### src/rtl/instr_fetch.sv
// Instruction fetch unit for the LEG CPU.
// Owns the program counter and fetches 32-bit instruction words over a
// req/ack handshake. The word is held for the control unit until it is retired.
// On retirement the next PC is computed from pc_sel. A misaligned target
// parks the unit in a sticky FAULT state, which only reset clears.
module instr_fetch #(
  parameter int                ADDR_W   = 64,
  parameter logic [ADDR_W-1:0] RESET_PC = '0
) (
  input  logic              clk,
  input  logic              rst_n,
  input  logic              pc_update,
  input  logic [1:0]        pc_sel,
  input  logic [63:0]       k,
  input  logic [63:0]       reg_target,
  output logic              imem_req,
  output logic [ADDR_W-1:0] imem_addr,
  input  logic              imem_ack,
  input  logic [31:0]       imem_rdata,
  output logic [31:0]       instr,
  output logic              instr_valid,
  output logic [ADDR_W-1:0] pc,
  output logic              fault
);

  typedef enum logic [2:0] {
    IDLE,
    REQ,
    WAIT,
    VALID,
    FAULT
  } state_t;

  state_t            state_q;
  logic [ADDR_W-1:0] pc_q;
  logic [31:0]       instr_q;
  logic              valid_q;
  logic              fault_q;

  logic [63:0]       kShift;
  logic [ADDR_W-1:0] nextPc_d;

  // Candidate next PC for a retirement. All adds wrap modulo 2^ADDR_W.
  always_comb begin
    kShift   = k << 2;
    nextPc_d = pc_q;
    case (pc_sel)
      2'd1:    nextPc_d = pc_q + ADDR_W'(4);
      2'd2:    nextPc_d = reg_target[ADDR_W-1:0];
      2'd3:    nextPc_d = pc_q + kShift[ADDR_W-1:0];
      default: nextPc_d = pc_q;
    endcase
  end

  // Fetch FSM, which also holds the PC, the instruction and the status registers.
  // Reset aborts any outstanding fetch immediately.
  always_ff @(posedge clk or negedge rst_n) begin
    if (!rst_n) begin
      state_q <= IDLE;
      pc_q    <= RESET_PC;
      instr_q <= '0;
      valid_q <= 1'b0;
      fault_q <= 1'b0;
    end else begin
      case (state_q)
        IDLE: begin
          state_q <= REQ;
        end
        REQ, WAIT: begin
          if (imem_ack) begin
            instr_q <= imem_rdata;
            valid_q <= 1'b1;
            state_q <= VALID;
          end else begin
            state_q <= WAIT;
          end
        end
        VALID: begin
          if (pc_update && (pc_sel != 2'd0)) begin
            pc_q    <= nextPc_d;
            valid_q <= 1'b0;
            if (nextPc_d[1:0] != 2'b00) begin
              fault_q <= 1'b1;
              state_q <= FAULT;
            end else begin
              state_q <= REQ;
            end
          end
        end
        FAULT: begin
          state_q <= FAULT;
        end
        default: begin
          state_q <= IDLE;
        end
      endcase
    end
  end

  assign imem_req    = (state_q == REQ) || (state_q == WAIT);
  assign imem_addr   = pc_q;
  assign instr       = instr_q;
  assign instr_valid = valid_q;
  assign pc          = pc_q;
  assign fault       = fault_q;

endmodule

### config.mk
export PLATFORM = sky130hd
export DESIGN_NAME = instr_fetch
export DESIGN_NICKNAME = d
export VERILOG_FILES = /design/src/rtl/instr_fetch.sv
export SDC_FILE = /design/constraint.sdc
export NUM_CORES = 1
export LEC_CHECK = 0
export BUFFER_PORTS_ARGS = -buffer_cell sky130_fd_sc_hd__buf_2
export CELL_PAD_IN_SITES_DETAIL_PLACEMENT = 0
export CELL_PAD_IN_SITES_GLOBAL_PLACEMENT = 1
export CORE_MARGIN = 5
export CORE_UTILIZATION = 39
export DETAILED_ROUTE_END_ITERATION = 12
export GPL_ROUTABILITY_DRIVEN = 0
export PLACE_DENSITY_LB_ADDON = 0.1
export RECOVER_POWER = 100
export SLEW_MARGIN = 20
export SYNTH_ARGS = -nofsm -noshare
export SYNTH_HDL_FRONTEND = slang
export SYNTH_SLANG_ARGS = --single-unit
### constraint.sdc
create_clock -name clk -period 6.85 [get_ports clk]
set_clock_uncertainty 0.1 [all_clocks]
set_input_delay 1.37 -clock clk [delete_from_list [all_inputs] [get_ports clk]]
set_output_delay 1.37 -clock clk [all_outputs]
set_load 0.02 [all_outputs]
== Word-level counts from Yosys, hierarchy flattened ==
Index checks and enable logic that the tools add are counted.

* Output and inout port bits: 163
* Logic and storage cells: 38
* Flip-flop bits (word level): 101

* Muxes and demuxes: 8
* Equal/unequal tests: 9
* Reductions and logical operators: 13
* Add/subtract/negate cells: 2

{| class="wikitable"
|+ Operators by type and width
! operator !! number
|-
| case mux 64 bit (3 select lines) || 1
|-
| adder 64 x 3 -> 64 bit, second input constant || 1
|-
| adder 64 bit || 1
|-
| case mux 3 bit (4 select lines) || 1
|-
| AND reduction 3 bit || 3
|-
| equality test 3 x 2 -> 1 bit, second input constant || 2
|-
| two-way mux 3 bit || 2
|-
| nonzero test 2 bit || 3
|-
| equality test 2 bit, second input constant || 2
|-
| inequality test 2 bit, second input constant || 2
|-
| AND reduction 2 bit || 2
|-
| equality test 3 x 1 -> 1 bit, second input constant || 1
|-
| equality test 3 bit, second input constant || 1
|-
| logical NOT 3 bit || 1
|-
| two-way mux 1 bit || 3
|-
| nonzero test 3 bit || 1
|-
| equality test 2 x 1 -> 1 bit, second input constant || 1
|-
| case mux 1 bit (2 select lines) || 1
|-
| OR reduction 2 bit || 1
|-
| logical AND 1 bit || 1
|-
| logical OR 1 bit || 1
|}

== Logic depth before layout (Yosys ltp) ==
* Word-level depth: 6
* Mapped depth: 17
* Mapped depth without buffers: 14

== Worst setup path before layout ==
OpenSTA, ideal clock, no wires.

* Path type: input-to-reg
* Start point: input port pc_sel[0]
* End point: register pc_q[54] (netlist: imem_addr[54])
* Setup slack: 2,248 ps
* Data required time: 6,681 ps
* Data arrival time: 4,433 ps
* Setup time: 69 ps
* Stages on the path: 15
* Path through: clkbuf_1 clkbuf_1 clkbuf_1 nand3_1 fa_1 nand2b_1 a21o_1 a2111oi_2 o21ai_1 a31oi_1 nor3_2 nor2_2 nand3_1 a211o_1 nand3_1

* Word-level cells in the longest chain between the ends: 3

{| class="wikitable"
|+ RTL lines
! item !! line !! text
|-
| start: declaration || 13 || <nowiki>input logic [1:0] pc_sel,</nowiki>
|-
| equality test 2 bit, or another cell as far along || 47 || <nowiki>case (pc_sel)</nowiki>
|-
| nonzero test 3 bit (no line) or logical AND 1 bit (tied branches) || n/a ||
|-
| AND reduction 3 bit (no line) || n/a ||
|-
| end signal: assignment || 80 || <nowiki>pc_q <= nextPc_d;</nowiki>
|-
| end: declaration || 35 || <nowiki>logic [ADDR_W-1:0] pc_q;</nowiki>
|}

Parallel ways exist; a longest one is shown, timed or not.
A chain may end at the register's enable or synchronous reset.

== Worst setup path in the final report ==
* Start point: input port pc_sel[1]
* End point: register pc_q[53] (netlist: imem_addr[53])

The elaborated chain is that of the path after synthesis.

==> reports/results.ini <==
[status]
status=finished, violations left
violations=capacitance limit, slew limit

[yosys]
synth_cell_type_count=73
ys_seq_elements=101
synth-seq-area-share_pct=28.3
synthesis.area_um2=8930
synth_enable_flop_cells=0
synth_flop_cell=dfrtp_1
yosysWarnings=0
yosysMostFrequentCell=nor2_1
synthTopCellsByCount=nor2_1 (135), a21oi_1 (106), dfrtp_1 (101)
async_flop_share_pct=100
synth_top_area_share_pct=28.3
synth_top_area_cell=dfrtp_1
avgSynthCellArea_um2=8.23
netlist_instances=1085
ys_top_cells_by_area=dfrtp_1 (28%), ha_1 (8.5%), a21oi_1 (5.9%)
syn_nets=1313

[die]
dieArea_um2=26000
die_y_um=161
die_w_um=161
pin_count=329
core_area_um2=22600
initial_core_util_pct=39.6
rows=55

[timing]
setup-violations-final=0
rsz0062_at_grt=false
max_freq_mhz=181
setup_tns_ns=0
period_minus_slack_ns=5.53
tightestPinTransition_ns=2.77
finalCritPeriodShare_pct=80.7
postLayoutSetupSlackWorst_ns=1.32
hold_viol_final=0
slew_violations=179
maxSlewHeadroom_pct=-84.6

[worst_setup_path]
slowest_delay_ns=1.26
start_kind=input pin
cp-end-kind=flip-flop
r2r-start=imem_addr[2]
crit_chain=clkbuf_1, buf_4, and3_1, ha_1, a21oi_1, o21ai_0, a21oi_1, o221ai_1, a21bo_2, a21oi_2, o21bai_1, a31oi_1, xor2_1, a221oi_2
slowest_stage=clkbuf_1
worstPathArrival_ns=5.70
critPathLaunch=pc_sel[1]
path_common_cell=a21oi_1
cp.required_ns=7.03
crit_fanout=41
critPathKind=in -> reg

[job]
drv_cap=4

[clocking]
cts-root-buf=clkbuf_16
cts_setup_buffers=0
clockBufferDepth=2
clk_latency_ns=0.37
ctsHtreeMaxLevel=3
cts_resized=0
cts_tree=built
numClockSinks=101
cts_buffers=9
hold_buffers=0
path_clk_slew_ns=0.08

[global_routing]
antenna_found_initial=1
grtUsageTotal_pct=22.7
grt_pass1_vias=8849
grt_pass1_wl_um=48200
grt_max_degree=73
overflow=0

[placed_design]
portBuffers=326
place_ws_ns=1.74
dp_hpwl_um=23500

[power_and_ir_drop]
leakage_nw=4.80
seq_power_share_pct=25.1
powerDensity_nw_per_um2=458
switching_share_pct=54.2
p_int_mw=2.17
power_switching_mw=2.57
peakVddDrop_mv=0.211
pwr-share-clk_pct=11.7
pwr-share-comb_pct=63.2

[worst_hold_path]
hp-start=fault
holdCritPathClass=reg -> reg

[route]
avgRoutedWirePerCell_um=19.2
drtAntennaViolNets=0
viasPerCell=5.58
vias=8874
first_iter_violations=442
wl_um=30600
drc=0
firstDrtPassIters=5

[layout]
nets=1528
fillers=2428
ff_latch_area_um2=2530
drive_gt1_share_pct=18.7
multi_input_comb_area_um2=5570
layout-area-overhead-vs-synth_pct=15.9

## power groups by stage
| stage | Combinational (mW) | Clock [mW] | Sequential [mW] |
|---|---|---|---|
| finish | 3.00 | 0.553 | 1.19 |
| floorplan | 2.08 | 0 | 1.49 |
| detailed placement | 3.14 | 0 | 1.20 |
| global route | 3.29 | 0.592 | 1.25 |
| CTS | 3.15 | 0.576 | 1.18 |
| global placement | 3.14 | 0 | 1.18 |
## critical path, delay by kind of cell
kind                     cells  cell delay (ns)
adder cells (fa/ha/maj)      1             0.24
XOR/XNOR                     1             0.18
buffers and inverters        2             1.78
AO/OA/AOI/OAI                9             1.92
AND/OR/NAND/NOR              1             0.21
## per-layer routing
metal / vias up / share of wire, % / global-route usage, % / wire length (um)
met3: 26 / 6.7 / 3.44 / 2050
met1: 4205 / 45 / 31.2 / 13800
li1: 4317 / - / - / -
met4: 0 / 1.5 / 4.92 / 444
met2: 326 / 47 / 37.9 / 14300
met5: - / 0 / 0 / 0
## state kept, by name (all words and copies together), names as in the netlist
name and flops:
imem_addr 64, instr 32, state_q 3, fault 1
instr_valid 1
## per-stage QoR
| stage | instances | total power, mW | hold slack (ns) | utilization (%) | area, um2 |
|---|---|---|---|---|---|
| global route | 1591 | 5.14 | 0.430 | 45.9 | 10400 |
| finish | 1591 | 4.74 | 0.386 | 45.9 | 10400 |
| detailed placement | 1574 | 4.34 | 0.361 | 45.5 | 10300 |
| CTS | 1590 | 4.91 | 0.385 | 46.9 | 10600 |
| floorplan | 1085 | 3.58 | 0.395 | - | 8930 |
| global placement | 1574 | 4.32 | 0.349 | 45.5 | 10300 |
## path summary, 6_finish.rpt
kind / to / slack (ns) / cells after the start
min in group asynchronous: imem_addr[55] / 1.78 / 1
max in group asynchronous: imem_addr[11] / 2.21 / 2
hold reg to reg: fault / 0.39 / 1
setup / recovery: imem_addr[53] / 1.32 / 14
setup reg to reg: imem_addr[54] / 3.42 / 13
hold / removal: fault / 0.39 / 1
## placed cells by master (no fill, tap or decap), types with 6 or more instances in the layout
cell type  instances
clkbuf_1         167
o21bai_1          13
o22ai_1            6
a21oi_1          106
and3_1            73
o21ai_1           17
a221oi_1          41
dfrtp_1          101
nor3_1            11
a31oi_1           12
nand4_1           15
nand2b_1           9
or3_1              7
nand3_1           13
xor2_1            26
buf_2            159
a21o_1            32
ha_1              61
inv_1             22
xnor2_1           30
o21a_1             7
o21ai_0           42
clkbuf_16          9
buf_4              9
mux2_2            34
nand2_1           64
nor2_1           135
## logic make-up after synthesis
logic type      count (synthesis)  share of synthesized area (%)
fa+ha+maj                      62                           8.77
xor+xnor                       56                           5.49
compound gates                327                           24.9
simple gates                  348                           18.8
mux                            36                           4.51
flops                         101                           28.3
buf+inv                       155                           9.27
## layout make-up
| class | instances | share of cell area [%] |
|---|---|---|
| multi-input cells | 829 | 53.8 |
| flip-flops and latches | 101 | 24.4 |
| repair buffers | 336 | 14.4 |
| well taps | 285 | 3.44 |
| clock buffers | 9 | 2.17 |
| clock inverters | 7 | 0.894 |
| inverters | 23 | 0.834 |
| diodes | 1 | 0.0242 |
Note: power is estimated with default switching activity, not from simulation.
